[config.mk]
export PLATFORM = sky130hd
export DESIGN_NAME = acc_core_p_flat
export DESIGN_NICKNAME = d
export VERILOG_FILES = /design/src/rtl/acc_core_pkg.sv /design/src/rtl/acc_core_if.sv /design/src/rtl/acc_call_stack.sv /design/src/rtl/acc_core_p.sv /design/src/flat_wrapper.sv
export SDC_FILE = /design/constraint.sdc
export NUM_CORES = 1
export LEC_CHECK = 0
export CORE_ASPECT_RATIO = 2
export CORE_MARGIN = 2
export CORE_UTILIZATION = 24
export DETAILED_ROUTE_END_ITERATION = 12
export GPL_TIMING_DRIVEN = 1
export PLACE_DENSITY = 0.42
export SKIP_CTS_REPAIR_TIMING = 1
export SLEW_MARGIN = 40
export SYNTH_ARGS = -nofsm -noshare
export SYNTH_HDL_FRONTEND = slang
export SYNTH_SLANG_ARGS = --single-unit
[constraint.sdc]
create_clock -name clk -period 5.22 [get_ports clk]
set_input_delay 1.044 -clock clk [delete_from_list [all_inputs] [get_ports clk]]
set_output_delay 1.044 -clock clk [all_outputs]
set_load 0.01 [all_outputs]
[src/rtl/acc_core_pkg.sv]
// acc_core_pkg: shared types and constants for the acc_core_p accumulator core.
// Optional call/return stack feature macro: ACC_CORE_STACK_EN.
package acc_core_pkg;

  localparam int OPCODE_W = 4;

  // Ceiling log2 of v (minimum 0); used for index and pointer widths.
  function automatic int clog2(input int v);
    int r;
    r = 0;
    while ((1 << r) < v) begin
      r = r + 1;
    end
    return r;
  endfunction

  // Operand field width: wide enough for either an immediate or a jump target.
  function automatic int opnd_w(input int data_w, input int pc_w);
    return (data_w > pc_w) ? data_w : pc_w;
  endfunction

  localparam int OPND_W = opnd_w(8, 6);

  typedef enum logic [3:0] {
    OP_NOP  = 4'h0,
    OP_LDI  = 4'h1,
    OP_LDR  = 4'h2,
    OP_STR  = 4'h3,
    OP_LDM  = 4'h4,
    OP_STM  = 4'h5,
    OP_ADD  = 4'h6,
    OP_ADC  = 4'h7,
    OP_SUB  = 4'h8,
    OP_AND  = 4'h9,
    OP_XOR  = 4'hA,
    OP_JMP  = 4'hB,
    OP_JZ   = 4'hC,
    OP_JC   = 4'hD,
    OP_CALL = 4'hE,
    OP_SYS  = 4'hF
  } opcode_e;

  typedef enum logic [1:0] {
    ST_FETCH = 2'd0,
    ST_EXEC  = 2'd1,
    ST_MEMRD = 2'd2,
    ST_HALT  = 2'd3
  } state_e;

endpackage

[src/rtl/acc_core_if.sv]
// acc_core_if: program-memory and data-memory bus between acc_core_p (master)
// and the external synchronous PM/DM macros (slave).
// Optional call/return stack feature macro (core side): ACC_CORE_STACK_EN.
interface acc_core_if #(
  parameter int DATA_W = 8,
  parameter int PC_W   = 6,
  parameter int DM_AW  = 4
);
  localparam int INS_W = acc_core_pkg::OPCODE_W + acc_core_pkg::opnd_w(DATA_W, PC_W);

  logic [PC_W-1:0]   pm_addr;
  logic [INS_W-1:0]  pm_ins;
  logic [DM_AW-1:0]  dm_addr;
  logic [DATA_W-1:0] dm_wdata;
  logic              dm_we;
  logic [DATA_W-1:0] dm_rdata;

  modport master (
    output pm_addr, dm_addr, dm_wdata, dm_we,
    input  pm_ins, dm_rdata
  );

  modport slave (
    input  pm_addr, dm_addr, dm_wdata, dm_we,
    output pm_ins, dm_rdata
  );
endinterface

[src/rtl/acc_call_stack.sv]
// acc_call_stack: LIFO of return addresses for CALL/RET.
// Only instantiated when ACC_CORE_STACK_EN is defined.
// Push on full and pop on empty are ignored here; the core flags them.
module acc_call_stack
  import acc_core_pkg::*;
#(
  parameter int DEPTH = 4,
  parameter int W     = 6
) (
  input  logic         clk,
  input  logic         reset,
  input  logic         push_i,
  input  logic         pop_i,
  input  logic [W-1:0] data_i,
  output logic [W-1:0] data_o,
  output logic         full_o,
  output logic         empty_o
);
  localparam int SP_W = clog2(DEPTH + 1);
  localparam int AW   = (DEPTH > 1) ? clog2(DEPTH) : 1;

  logic [W-1:0]    mem_q [DEPTH];
  logic [SP_W-1:0] sp_q;
  logic [AW-1:0]   wr_idx_s;
  logic [AW-1:0]   top_idx_s;

  assign wr_idx_s  = AW'(sp_q);
  assign top_idx_s = AW'(sp_q - SP_W'(1));
  assign full_o    = (sp_q == SP_W'(DEPTH));
  assign empty_o   = (sp_q == {SP_W{1'b0}});
  assign data_o    = mem_q[top_idx_s];

  // Stack pointer and entry storage; push has priority over pop.
  always_ff @(posedge clk) begin
    if (reset) begin
      sp_q <= {SP_W{1'b0}};
      for (int i = 0; i < DEPTH; i++) begin
        mem_q[i] <= {W{1'b0}};
      end
    end else if (push_i && !full_o) begin
      mem_q[wr_idx_s] <= data_i;
      sp_q            <= sp_q + SP_W'(1);
    end else if (pop_i && !empty_o) begin
      sp_q <= sp_q - SP_W'(1);
    end else begin
      sp_q <= sp_q;
    end
  end
endmodule

[src/rtl/acc_core_p.sv]
// acc_core_p: multi-cycle accumulator core driving external synchronous PM/DM.
// FETCH -> EXEC (-> MEMRD for LDM) -> FETCH; HALT is left only by Reset.
// Optional feature macro: ACC_CORE_STACK_EN enables the CALL/RET stack;
// without it CALL/RET behave as NOP and stack_err stays 0.
module acc_core_p
  import acc_core_pkg::*;
#(
  parameter int DATA_W      = 8,
  parameter int PC_W        = 6,
  parameter int NREGS       = 8,
  parameter int DM_AW       = 4,
  parameter int STACK_DEPTH = 4
) (
  input  logic              clk,
  input  logic              Reset,
  acc_core_if.master        bus,
  input  logic [DATA_W-1:0] in_port,
  output logic              halted,
  output logic              stack_err,
  output logic [PC_W-1:0]   pc_o,
  output logic [DATA_W-1:0] accu_o
);
  localparam int OW  = opnd_w(DATA_W, PC_W);
  localparam int RIW = clog2(NREGS);
  localparam logic [RIW-1:0] IN_REG = RIW'(NREGS - 1);

  state_e            state_q;
  logic [PC_W-1:0]   pc_q;
  logic [DATA_W-1:0] a_q;
  logic              c_q;
  logic              err_q;
  logic [DATA_W-1:0] regs_q [NREGS];

  opcode_e           opc_s;
  logic [OW-1:0]     opnd_s;
  logic [RIW-1:0]    ridx_s;
  logic [PC_W-1:0]   tgt_s;
  logic [PC_W-1:0]   pc_inc_s;
  logic [DATA_W-1:0] rdat_s;
  logic [DATA_W:0]   sum_s;
  logic              exec_s;
  logic              is_ret_s;
  logic              is_halt_s;
  logic              err_set_s;

  logic [DATA_W-1:0] a_d;
  logic              c_d;
  logic [PC_W-1:0]   pc_d;
  state_e            exec_next_d;

  assign opc_s     = opcode_e'(bus.pm_ins[OW +: OPCODE_W]);
  assign opnd_s    = bus.pm_ins[OW-1:0];
  assign ridx_s    = opnd_s[RIW-1:0];
  assign tgt_s     = opnd_s[PC_W-1:0];
  assign pc_inc_s  = pc_q + PC_W'(1);
  assign exec_s    = (state_q == ST_EXEC);
  assign is_ret_s  = (opc_s == OP_SYS) && !opnd_s[0];
  assign is_halt_s = (opc_s == OP_SYS) && opnd_s[0];
  assign rdat_s    = (ridx_s == IN_REG) ? in_port : regs_q[ridx_s];

  // Memory-side outputs: PM address straight from the PC register, DM address
  // from the instruction being executed, write strobe only in EXEC of STM.
  assign bus.pm_addr  = pc_q;
  assign bus.dm_addr  = opnd_s[DM_AW-1:0];
  assign bus.dm_wdata = a_q;
  assign bus.dm_we    = exec_s && (opc_s == OP_STM);

  assign halted    = (state_q == ST_HALT);
  assign stack_err = err_q;
  assign pc_o      = pc_q;
  assign accu_o    = a_q;

`ifdef ACC_CORE_STACK_EN
  logic            push_s;
  logic            pop_s;
  logic            full_s;
  logic            empty_s;
  logic [PC_W-1:0] top_s;

  assign push_s    = exec_s && (opc_s == OP_CALL) && !full_s;
  assign pop_s     = exec_s && is_ret_s && !empty_s;
  assign err_set_s = exec_s && (((opc_s == OP_CALL) && full_s) || (is_ret_s && empty_s));

  acc_call_stack #(
    .DEPTH (STACK_DEPTH),
    .W     (PC_W)
  ) u_stack (
    .clk     (clk),
    .reset   (Reset),
    .push_i  (push_s),
    .pop_i   (pop_s),
    .data_i  (pc_inc_s),
    .data_o  (top_s),
    .full_o  (full_s),
    .empty_o (empty_s)
  );
`else
  logic unused_stack_cfg_s;

  assign unused_stack_cfg_s = ^STACK_DEPTH;
  assign err_set_s          = 1'b0;
`endif

  // Execute-stage next values for A, C, PC and state, decoded from pm_ins.
  always_comb begin
    a_d         = a_q;
    c_d         = c_q;
    pc_d        = pc_inc_s;
    exec_next_d = ST_FETCH;
    sum_s       = {1'b0, a_q} + {1'b0, rdat_s}
                + {{DATA_W{1'b0}}, ((opc_s == OP_ADC) ? c_q : 1'b0)};
    case (opc_s)
      OP_NOP:  a_d = a_q;
      OP_LDI:  a_d = opnd_s[DATA_W-1:0];
      OP_LDR:  a_d = rdat_s;
      OP_STR:  a_d = a_q;
      OP_LDM:  exec_next_d = ST_MEMRD;
      OP_STM:  a_d = a_q;
      OP_ADD:  {c_d, a_d} = sum_s;
      OP_ADC:  {c_d, a_d} = sum_s;
      OP_SUB: begin
        a_d = a_q - rdat_s;
        c_d = (a_q < rdat_s);
      end
      OP_AND:  a_d = a_q & rdat_s;
      OP_XOR:  a_d = a_q ^ rdat_s;
      OP_JMP:  pc_d = tgt_s;
      OP_JZ:   pc_d = (a_q == {DATA_W{1'b0}}) ? tgt_s : pc_inc_s;
      OP_JC:   pc_d = c_q ? tgt_s : pc_inc_s;
      OP_CALL: begin
`ifdef ACC_CORE_STACK_EN
        pc_d = full_s ? pc_inc_s : tgt_s;
`else
        pc_d = pc_inc_s;
`endif
      end
      OP_SYS: begin
        if (is_halt_s) begin
          pc_d        = pc_q;
          exec_next_d = ST_HALT;
        end else begin
`ifdef ACC_CORE_STACK_EN
          pc_d = empty_s ? pc_inc_s : top_s;
`else
          pc_d = pc_inc_s;
`endif
        end
      end
      default: a_d = a_q;
    endcase
  end

  // Core FSM with architectural state (PC, A, C, register file, error flag).
  always_ff @(posedge clk) begin
    if (Reset) begin
      state_q <= ST_FETCH;
      pc_q    <= {PC_W{1'b0}};
      a_q     <= {DATA_W{1'b0}};
      c_q     <= 1'b0;
      err_q   <= 1'b0;
      for (int i = 0; i < NREGS; i++) begin
        regs_q[i] <= {DATA_W{1'b0}};
      end
    end else begin
      case (state_q)
        ST_FETCH: state_q <= ST_EXEC;
        ST_EXEC: begin
          state_q <= exec_next_d;
          pc_q    <= (exec_next_d == ST_MEMRD) ? pc_q : pc_d;
          a_q     <= a_d;
          c_q     <= c_d;
          if ((opc_s == OP_STR) && (ridx_s != IN_REG)) begin
            regs_q[ridx_s] <= a_q;
          end
          if (err_set_s) begin
            err_q <= 1'b1;
          end
        end
        ST_MEMRD: begin
          a_q     <= bus.dm_rdata;
          pc_q    <= pc_inc_s;
          state_q <= ST_FETCH;
        end
        ST_HALT:  state_q <= ST_HALT;
        default:  state_q <= ST_FETCH;
      endcase
    end
  end
endmodule

[src/flat_wrapper.sv]
// flat-port wrapper written by rule: the top's interface ports become plain ports
module acc_core_p_flat import acc_core_pkg::*;
#(
  parameter int DATA_W      = 8,
  parameter int PC_W        = 6,
  parameter int NREGS       = 8,
  parameter int DM_AW       = 4,
  parameter int STACK_DEPTH = 4
)
  (clk, Reset, in_port, halted, stack_err, pc_o, accu_o, bus_pm_addr, bus_dm_addr, bus_dm_wdata, bus_dm_we, bus_pm_ins, bus_dm_rdata);
  acc_core_if #(.DATA_W(DATA_W), .PC_W(PC_W), .DM_AW(DM_AW)) bus_i ();
  input  logic clk;
  input  logic Reset;
  input  logic [DATA_W-1:0] in_port;
  output logic halted;
  output logic stack_err;
  output logic [PC_W-1:0] pc_o;
  output logic [DATA_W-1:0] accu_o;
  output wire logic [$bits(bus_i.pm_addr)-1:0] bus_pm_addr;
  output wire logic [$bits(bus_i.dm_addr)-1:0] bus_dm_addr;
  output wire logic [$bits(bus_i.dm_wdata)-1:0] bus_dm_wdata;
  output wire logic [$bits(bus_i.dm_we)-1:0] bus_dm_we;
  input wire logic [$bits(bus_i.pm_ins)-1:0] bus_pm_ins;
  input wire logic [$bits(bus_i.dm_rdata)-1:0] bus_dm_rdata;
  assign bus_pm_addr = bus_i.pm_addr;
  assign bus_dm_addr = bus_i.dm_addr;
  assign bus_dm_wdata = bus_i.dm_wdata;
  assign bus_dm_we = bus_i.dm_we;
  assign bus_i.pm_ins = bus_pm_ins;
  assign bus_i.dm_rdata = bus_dm_rdata;
  acc_core_p #(.DATA_W(DATA_W), .PC_W(PC_W), .NREGS(NREGS), .DM_AW(DM_AW), .STACK_DEPTH(STACK_DEPTH)) u_core (.clk(clk), .Reset(Reset), .bus(bus_i), .in_port(in_port), .halted(halted), .stack_err(stack_err), .pc_o(pc_o), .accu_o(accu_o));
endmodule
==> impl_metrics.env, run 1 <==
export IMPL_status="finished, final reports clean"
export IMPL_drc_errors=0
export IMPL_met2_usage_pct=32.5
export IMPL_leakage_nw=2.27
export IMPL_dieWidth_um=108
export IMPL_ir_drop_uv=150
export IMPL_drive_gt1_share_pct=12.2
export IMPL_setup_viol=0
export IMPL_slew_violations=0
export IMPL_fp_dieArea_mm2=0.0229
export IMPL_finish_utilization_pct=29.2
export IMPL_worst_pin_slew_ps=751
export IMPL_ios=65
export IMPL_grt_busiest_layer="met2"
export IMPL_synth_edf_count=56
export IMPL_postRouteAntennaNets=0
export IMPL_postPlaceCellArea_mm2=0.00596
export IMPL_synth_seq_cells=73
export IMPL_area_growth_pct=20.1
export IMPL_htree_levels=3
export IMPL_drt_pass1_iter_count=5
export IMPL_fin_worst_skew_ps=4.99
export IMPL_cts_path_max_buffers=2
export IMPL_start_kind="input pin"
export IMPL_maxCapViolCount=0
export IMPL_post_dp_hpwl_mm=14.6
export IMPL_fin_nets=631
export IMPL_syn_area_per_cell_um2=9.75
export IMPL_synth_warnings=0
export IMPL_antenna_found_initial=0
export IMPL_rsz0062_at_grt="no"
export IMPL_clock_sinks=73
export IMPL_synthArstFlopShare_pct=0
export IMPL_grt_pass1_vias=4504
export IMPL_stdcell_area_mm2=0.00624
export IMPL_grt_util_met3_pct=2.39
export IMPL_crit_type="input pin to flip-flop"
export IMPL_finalWeightedCongestion=0.938
export IMPL_syn_nets=588
export IMPL_min_period_over_period_pct=82.5
export IMPL_wire_per_inst_um=21.7
export IMPL_cts_tree="yes"
export IMPL_dp_slack_ps=564
export IMPL_synthDistinctLibCells=77
export IMPL_met1_usage_pct=15.6
export IMPL_port_buffers=63
export IMPL_power_density_mw_per_mm2=269
export IMPL_cts_root_buf="clkbuf_16"
export IMPL_synth_seq_area_share_pct=38.9
export IMPL_drt_total_wl_mm=18.5
export IMPL_clk_transition_reported_paths_ps=60
export IMPL_grt_max_degree=29
export IMPL_worstPathMaxFanout=10
export IMPL_via_count=4304
export IMPL_drtIter0Drc=235
export IMPL_hold_viol_final=0
export IMPL_period_minus_slack_ps=4300
export IMPL_track_usage_pct=16.6
export IMPL_clkLatencyLatePin_ps=340
export IMPL_tns_ps=0
export IMPL_viasPerCell=5.05
export IMPL_relSlewSlack_pct=49.7
export IMPL_overflow=0
export IMPL_die_height_um=212
export IMPL_ys_flop_type="edfxtp_1"
export IMPL_core_area_mm2=0.0214
export IMPL_grt_pass1_wl_mm=27.6
export IMPL_syn_inst=533
export IMPL_cts_inserted_buffers=9
export IMPL_initial_core_util_pct=24.3
export IMPL_rows=76
export IMPL_hold_class="flip-flop to flip-flop"
export IMPL_p_total_w=0.00168
export IMPL_fin_ws_ps=916
export IMPL_cp_data_arrival_time_ps=4540
export IMPL_max_freq_mhz=232
export IMPL_crit_path_end_kind="flip-flop"
export IMPL_synth_area_mm2=0.00520
export IMPL_diodes=0
export IMPL_worstPathRequired_ps=5450
## final cells by class
cell class	instances	area [um2]
multi-input cells	384	2730
fillers	2238	15200
well taps	273	342
clock inverters	5	57.6
flip-flops and latches	73	2020
clock buffers	10	229
repair buffers	83	776
inverters	25	93.8
## state kept, by name (all words and copies together), names as in the netlist
| signal | flops |
|---|---|
| u_core.accu_o | 8 |
| u_core.bus.pm_addr | 6 |
| u_core.c_q | 1 |
| u_core.regs_q | 56 |
| u_core.state_q | 2 |
## Yosys cell counts (12+ instances only)
cell / instances / area [um2]
dfxtp_1: 17 / 340
nor2_1: 34 / 128
ha_1: 22 / 275
buf_4: 21 / 158
nor3_1: 16 / 80.1
and2_1: 45 / 282
edfxtp_1: 56 / 1680
a21oi_1: 32 / 160
buf_2: 12 / 60.1
inv_1: 19 / 71.3
mux2i_1: 14 / 140
o21ai_0: 28 / 140
nand2_1: 38 / 143
## layout by cell type, fill, tap and decap left out, types with 4 or more instances in the layout
| cell | count |
|---|---|
| a211o_1 | 4 |
| a211oi_1 | 6 |
| a21oi_1 | 32 |
| a221oi_1 | 8 |
| a22oi_1 | 4 |
| and2_1 | 45 |
| and3_1 | 4 |
| buf_4 | 20 |
| clkbuf_16 | 9 |
| clkdlybuf4s50_1 | 62 |
| dfxtp_1 | 17 |
| edfxtp_1 | 56 |
| ha_1 | 21 |
| inv_1 | 19 |
| inv_2 | 4 |
| mux2_2 | 4 |
| mux2i_1 | 14 |
| nand2_1 | 38 |
| nand2b_1 | 8 |
| nand3_1 | 8 |
| nor2_1 | 34 |
| nor2b_1 | 10 |
| nor3_1 | 16 |
| nor4_1 | 7 |
| o211ai_1 | 9 |
| o21ai_0 | 28 |
| o31ai_1 | 4 |
| xnor2_1 | 6 |
## critical path, cell delays in order
cell and delay, ps:
clkdlybuf4s50_1 570, and2_1 320, nand2_1 220, buf_4 180, o21a_1 240, inv_1 140, ha_1 340, o21bai_1 110
a211o_1 390, a2111oi_1 410, nor3_1 130, mux2i_1 140, o311a_1 280
## metal layers
layer / up-vias / routed length [um]
li1: 2026 / -
met1: 2062 / 6100
met2: 161 / 10500
met3: 55 / 746
met4: 0 / 1150
met5: - / 0
## power breakdown
part | switching (W) | internal [W] | total [W]
clock | 0.000255 | 0.000367 | 0.000621
sequential | 0.0000311 | 0.000647 | 0.000678
combinational | 0.000221 | 0.000157 | 0.000378
## worst paths after layout
path         slack [ps]                               start                            endpoint  cells past startpoint
min                 530  u_core.bus.pm_addr[4]$_SDFFE_PP0P_  u_core.bus.pm_addr[4]$_SDFFE_PP0P_                      2
max reg2reg        2120       u_core.accu_o[0]$_SDFFE_PP0P_       u_core.accu_o[6]$_SDFFE_PP0P_                      9
max                 920                       bus_pm_ins[2]       u_core.accu_o[7]$_SDFFE_PP0P_                     13
min reg2reg         530  u_core.bus.pm_addr[4]$_SDFFE_PP0P_  u_core.bus.pm_addr[4]$_SDFFE_PP0P_                      2
## logic make-up after synthesis
family	count (synthesis)	share of synthesized area, %
xor+xnor	6	1.01
simple gates	191	20.0
other cells	1	0.0721
flops	73	38.9
buf+inv	76	8.74
compound gates	139	19.7
mux	22	5.15
fa+ha+maj	25	6.45
## metrics by stage
step                      hold slack [ps]  cells
after floorplan                       527    533
after global placement                510    838
after detailed placement              519    838
after CTS                             533    853
after global routing                  577    853
final                                 530    853
Note: power is estimated with default switching activity, not from simulation.
==> run 2: changes to the inputs <==
--- a/config.mk
+++ b/config.mk
@@ -10,7 +10,7 @@
 export CORE_UTILIZATION = 24
 export DETAILED_ROUTE_END_ITERATION = 12
 export GPL_TIMING_DRIVEN = 1
-export PLACE_DENSITY = 0.42
+export PLACE_DENSITY = 0.43
 export SKIP_CTS_REPAIR_TIMING = 1
 export SLEW_MARGIN = 40
 export SYNTH_ARGS = -nofsm -noshare
==> constraint.sdc (replaced) <==
create_clock -name clk -period 3.9 [get_ports clk]
set_input_delay 0.78 -clock clk [delete_from_list [all_inputs] [get_ports clk]]
set_output_delay 0.78 -clock clk [all_outputs]
set_load 0.01 [all_outputs]
==> impl_metrics.env, run 2 (same netlist as run 1, synthesis figures left out) <==
export IMPL_fillers=2239
export IMPL_diodes=0
export IMPL_worstPathMaxFanout=4
export IMPL_start_kind="input pin"
export IMPL_grt_max_degree=29
export IMPL_dieWidth_um=108
export IMPL_finalWeightedCongestion=0.915
export IMPL_fin_worst_skew_ps=8.51
export IMPL_drt_total_wl_mm=19.0
export IMPL_fin_nets=673
export IMPL_viasPerCell=4.97
export IMPL_slowest_delay_ps=530
export IMPL_hold_viol_final=0
export IMPL_ir_drop_uv=222
export IMPL_postRouteAntennaNets=0
export IMPL_min_period_over_period_pct=95.8
export IMPL_setup_viol=0
export IMPL_stdcell_area_mm2=0.00667
export IMPL_crit_path_end_kind="flip-flop"
export IMPL_largest_reg_flops=56
export IMPL_seqCellArea_mm2=0.00202
export IMPL_slew_violations=0
export IMPL_final_cell_mix="clkdlybuf4s50_1 (62), buf_4 (61), edfxtp_1 (56), and2_1 (45), nand2_1 (38)"
export IMPL_maxCapViolCount=0
export IMPL_wire_per_inst_um=21.2
export IMPL_drtIter0Drc=167
export IMPL_drive_gt1_share_pct=19.6
export IMPL_rsz0062_at_grt="yes"
export IMPL_cts_inserted_buffers=9
export IMPL_cts_tree="yes"
export IMPL_area_growth_pct=28.2
export IMPL_port_buffers=63
export IMPL_max_freq_mhz=268
export IMPL_worst_path_buf_inv=3
export IMPL_worstPathRequired_ps=4140
export IMPL_worst_pin_slew_ps=773
export IMPL_leakage_nw=2.52
export IMPL_die_height_um=212
export IMPL_clock_sinks=73
export IMPL_relSlewSlack_pct=48.3
export IMPL_track_usage_pct=17.2
export IMPL_clk_transition_reported_paths_ps=60
export IMPL_drt_pass1_iter_count=4
export IMPL_hold_class="flip-flop to flip-flop"
export IMPL_status="finished, final reports clean"
export IMPL_crit_top_cell="a22o_1"
export IMPL_power_density_mw_per_mm2=371
export IMPL_post_dp_hpwl_mm=15.0
export IMPL_antenna_found_initial=0
export IMPL_worstPathCellList="clkdlybuf4s50_1 -> nor2b_2 -> buf_4 -> a22o_1 -> a22o_1 -> o21a_1 -> inv_1 -> ha_1 -> o21bai_1 -> a211o_1 -> a2111oi_2 -> nor3_1 -> mux2i_1 -> o311a_1"
export IMPL_crit_type="input pin to flip-flop"
export IMPL_cp_data_arrival_time_ps=3970
export IMPL_rows=76
export IMPL_hold_slack_ps=522
export IMPL_clkLatencyLatePin_ps=350
export IMPL_critPathSlowestCell="clkdlybuf4s50_1"
export IMPL_ios=65
export IMPL_max_flop_register="u_core.regs_q"
export IMPL_drc_errors=0
export IMPL_multiInputGateArea_mm2=0.00276
export IMPL_final_common_cell="clkdlybuf4s50_1"
export IMPL_grt_pass1_vias=4743
export IMPL_core_area_mm2=0.0214
export IMPL_crit_family="compound AO/OA/AOI/OAI gates"
export IMPL_htree_levels=3
export IMPL_overflow=0
export IMPL_grt_pass1_wl_mm=28.3
export IMPL_via_count=4452
export IMPL_cts_root_buf="clkbuf_16"
export IMPL_cts_path_max_buffers=2
export IMPL_period_minus_slack_ps=3730
export IMPL_initial_core_util_pct=24.3
export IMPL_fp_dieArea_mm2=0.0229
export IMPL_postPlaceCellArea_mm2=0.00628
## run 2: worst paths after layout
check                                      from                            endpoint  slack [ps]  cells after the start
max                               bus_pm_ins[2]       u_core.accu_o[7]$_SDFFE_PP0P_         170                     14
min          u_core.bus.pm_addr[4]$_SDFFE_PP0P_  u_core.bus.pm_addr[4]$_SDFFE_PP0P_         520                      2
max reg2reg       u_core.accu_o[0]$_SDFFE_PP0P_       u_core.accu_o[6]$_SDFFE_PP0P_         900                     10
min reg2reg  u_core.bus.pm_addr[4]$_SDFFE_PP0P_  u_core.bus.pm_addr[4]$_SDFFE_PP0P_         520                      2
## run 2: power breakdown
part / switching [W] / leakage [nW] / total, W / internal [W]
registers: 0.0000428 / 0.717 / 0.000909 / 0.000866
clock network: 0.000356 / 0.160 / 0.000981 / 0.000625
logic: 0.000316 / 1.65 / 0.000586 / 0.000270
total: 0.000715 / 2.52 / 0.00248 / 0.00176
## run 2: cell type report
| cell class | count | share of cell area (%) |
|---|---|---|
| Multi-Input combinational cell | 384 | 41.4 |
| Inverter | 25 | 1.41 |
| Sequential cell | 73 | 30.3 |
| Timing Repair Buffer | 125 | 16.6 |
| Clock inverter | 7 | 1.76 |
| Clock buffer | 9 | 3.38 |
| Tap cell | 273 | 5.12 |
## run 2: layer usage
metal	vias up	track usage, %	wire length (um)
met4	0	9.28	899
met1	2166	15.4	6290
li1	2112	-	-
met3	46	2.73	572
met2	128	34.9	11200
met5	-	0	0
## run 2: worst register-to-register path, delay by kind of cell (launching register included)
kind	cells	cell delay (ps)
simple gates	1	100
xor+xnor	1	120
flops	1	470
compound gates	4	740
fa+ha+maj	2	990
buf+inv	2	510
## run 2: through the flow
stage                     total power (W)  utilization, %  TNS (ps)  setup WS [ps]  std cells
after detailed placement          0.00150            29.4     -1260           -315        880
after global placement            0.00150            29.4     -1090           -315        880
after CTS                         0.00249            31.0         0           34.5        896
after floorplan                   0.00123               -         0            495        533
final                             0.00248            31.2         0            165        896
after global routing              0.00258            31.2     -29.6          -24.7        896
==> run 3: changes to the inputs <==
--- a/config.mk
+++ b/config.mk
@@ -7,10 +7,10 @@
 export LEC_CHECK = 0
 export CORE_ASPECT_RATIO = 2
 export CORE_MARGIN = 2
-export CORE_UTILIZATION = 24
+export CORE_UTILIZATION = 51
 export DETAILED_ROUTE_END_ITERATION = 12
-export GPL_TIMING_DRIVEN = 1
-export PLACE_DENSITY = 0.43
+export GPL_TIMING_DRIVEN = 0
+export PLACE_DENSITY = 0.78
 export SKIP_CTS_REPAIR_TIMING = 1
 export SLEW_MARGIN = 40
 export SYNTH_ARGS = -nofsm -noshare
==> impl_metrics.env, run 3 (same netlist as run 1, synthesis figures left out) <==
export IMPL_worstPathMaxFanout=10
export IMPL_rows=52
export IMPL_drt_total_wl_mm=16.1
export IMPL_start_kind="input pin"
export IMPL_r2r_slack_ps=780
export IMPL_rsz0062_at_grt="no"
export IMPL_track_usage_pct=30.5
export IMPL_finalWeightedCongestion=0.957
export IMPL_fin_nets=660
export IMPL_fp_dieArea_mm2=0.0111
export IMPL_stdcell_area_mm2=0.00632
export IMPL_drive_gt1_share_pct=17.5
export IMPL_post_dp_hpwl_mm=12.6
export IMPL_overflow=0
export IMPL_postPlaceCellArea_mm2=0.00596
export IMPL_power_density_mw_per_mm2=357
export IMPL_maxCapViolCount=0
export IMPL_r2r_cells=12
export IMPL_clkLatencyLatePin_ps=330
export IMPL_min_from="u_core.bus.pm_addr[4]$_SDFFE_PP0P_"
export IMPL_slew_violations=0
export IMPL_seqCellArea_mm2=0.00202
export IMPL_fin_worst_skew_ps=8.03
export IMPL_grt_pass1_vias=4624
export IMPL_final_cell_mix="clkdlybuf4s50_1 (56), edfxtp_1 (56), and2_1 (45), nand2_1 (38), nor2_1 (34)"
export IMPL_multiInputGateArea_mm2=0.00277
export IMPL_drt_pass1_iter_count=5
export IMPL_whs_path_depth=2
export IMPL_cts_root_buf="clkbuf_16"
export IMPL_viasPerCell=6.05
export IMPL_cp_data_arrival_time_ps=3920
export IMPL_crit_path_end_kind="flip-flop"
export IMPL_tns_ps=0
export IMPL_slowest_delay_ps=440
export IMPL_leakage_nw=2.43
export IMPL_max_freq_mhz=271
export IMPL_setup_viol=0
export IMPL_worst_pin_slew_ps=778
export IMPL_hold_viol_final=0
export IMPL_clk_transition_reported_paths_ps=60
export IMPL_drtIter0Drc=478
export IMPL_drc_errors=0
export IMPL_core_area_mm2=0.0100
export IMPL_diodes=0
export IMPL_dieWidth_um=75.4
export IMPL_largest_reg_flops=56
export IMPL_fillers=868
export IMPL_r2r_end="u_core.accu_o[7]$_SDFFE_PP0P_"
export IMPL_ios=65
export IMPL_routed_wl_met3_um=709
export IMPL_cts_tree="yes"
export IMPL_routed_top_layer="met4"
export IMPL_cts_inserted_buffers=9
export IMPL_grt_max_degree=15
export IMPL_die_height_um=147
export IMPL_worstPathRequired_ps=4130
export IMPL_clock_sinks=73
export IMPL_wl_met1_mm=5.20
export IMPL_worstReg2RegStart="u_core.regs_q[3][4]$_SDFFCE_PN0P_"
export IMPL_ir_drop_uv=190
export IMPL_worstPathCellList="dlymetal6s2s_1 -> buf_4 -> clkinv_2 -> a311oi_1 -> o22ai_2 -> inv_1 -> ha_1 -> and2_1 -> a221o_1 -> a31oi_2 -> o31ai_1 -> mux2i_1 -> o311a_1"
export IMPL_cts_path_max_buffers=2
export IMPL_hold_class="flip-flop to flip-flop"
export IMPL_grt_pass1_wl_mm=24.7
export IMPL_wire_per_inst_um=21.7
export IMPL_min_to="u_core.bus.pm_addr[4]$_SDFFE_PP0P_"
export IMPL_crit_type="input pin to flip-flop"
export IMPL_port_buffers=58
export IMPL_htree_levels=3
export IMPL_status="finished, final reports clean"
export IMPL_postRouteAntennaNets=0
export IMPL_critPathSlowestCell="a311oi_1"
export IMPL_period_minus_slack_ps=3700
export IMPL_min_period_over_period_pct=94.8
export IMPL_max_flop_register="u_core.regs_q"
export IMPL_wl_met2_mm=8.81
export IMPL_initial_core_util_pct=51.9
export IMPL_area_growth_pct=21.6
export IMPL_relSlewSlack_pct=47.9
export IMPL_via_count=4509
export IMPL_antenna_found_initial=0
run 3: per-stage QoR:
step	hold WS [ps]	utilization (%)	setup WS [ps]	std cells	total power, W
after floorplan	527	-	495	533	0.00123
after global placement	512	59.4	-497	726	0.00141
after detailed placement	533	59.5	-539	726	0.00142
after CTS	543	62.4	-214	742	0.00224
after global routing	590	63.1	43.2	745	0.00234
final	547	63.1	204	745	0.00226
run 3: worst max-delay path, delay by kind of cell:
kind / cells / cell delay, ps
compound gates: 6 / 1680
buf+inv: 4 / 800
fa+ha+maj: 1 / 310
simple gates: 1 / 210
mux: 1 / 130
run 3: worst max-delay path by stage:
stage	start	to	slack [ps]	cells after the start
global placement	bus_pm_ins[2]	u_core.accu_o[7]$_SDFFE_PP0P_	-500	14
detailed placement	bus_pm_ins[0]	u_core.accu_o[6]$_SDFFE_PP0P_	-540	14
CTS	bus_pm_ins[0]	u_core.accu_o[7]$_SDFFE_PP0P_	-210	14
floorplan	bus_pm_ins[1]	u_core.accu_o[6]$_SDFFE_PP0P_	490	14
global route	bus_pm_ins[0]	u_core.accu_o[7]$_SDFFE_PP0P_	40	14
finish	bus_pm_ins[0]	u_core.accu_o[7]$_SDFFE_PP0P_	200	13
run 3: layer usage:
layer	GRT usage, %	vias to the layer above
met2	54.5	197
li1	-	2083
met5	0	-
met1	29.8	2138
met3	4.39	91
met4	21.9	0
run 3: report_power, final:
group	switching, W	total [W]	leakage, nW	internal, W
logic	0.000293	0.000522	1.58	0.000229
clock network	0.000337	0.000831	0.135	0.000494
registers	0.0000411	0.000907	0.717	0.000866
total	0.000671	0.00226	2.43	0.00159
run 3: final cells by class:
cell class / count / share of cell area, %
Clock inverter: 7 / 1.11
Inverter: 25 / 1.56
Clock buffer: 9 / 3.56
Multi-Input combinational cell: 384 / 43.8
Sequential cell: 73 / 32.0
Timing Repair Buffer: 61 / 9.62
Buffer: 51 / 5.70
Tap cell: 135 / 2.67
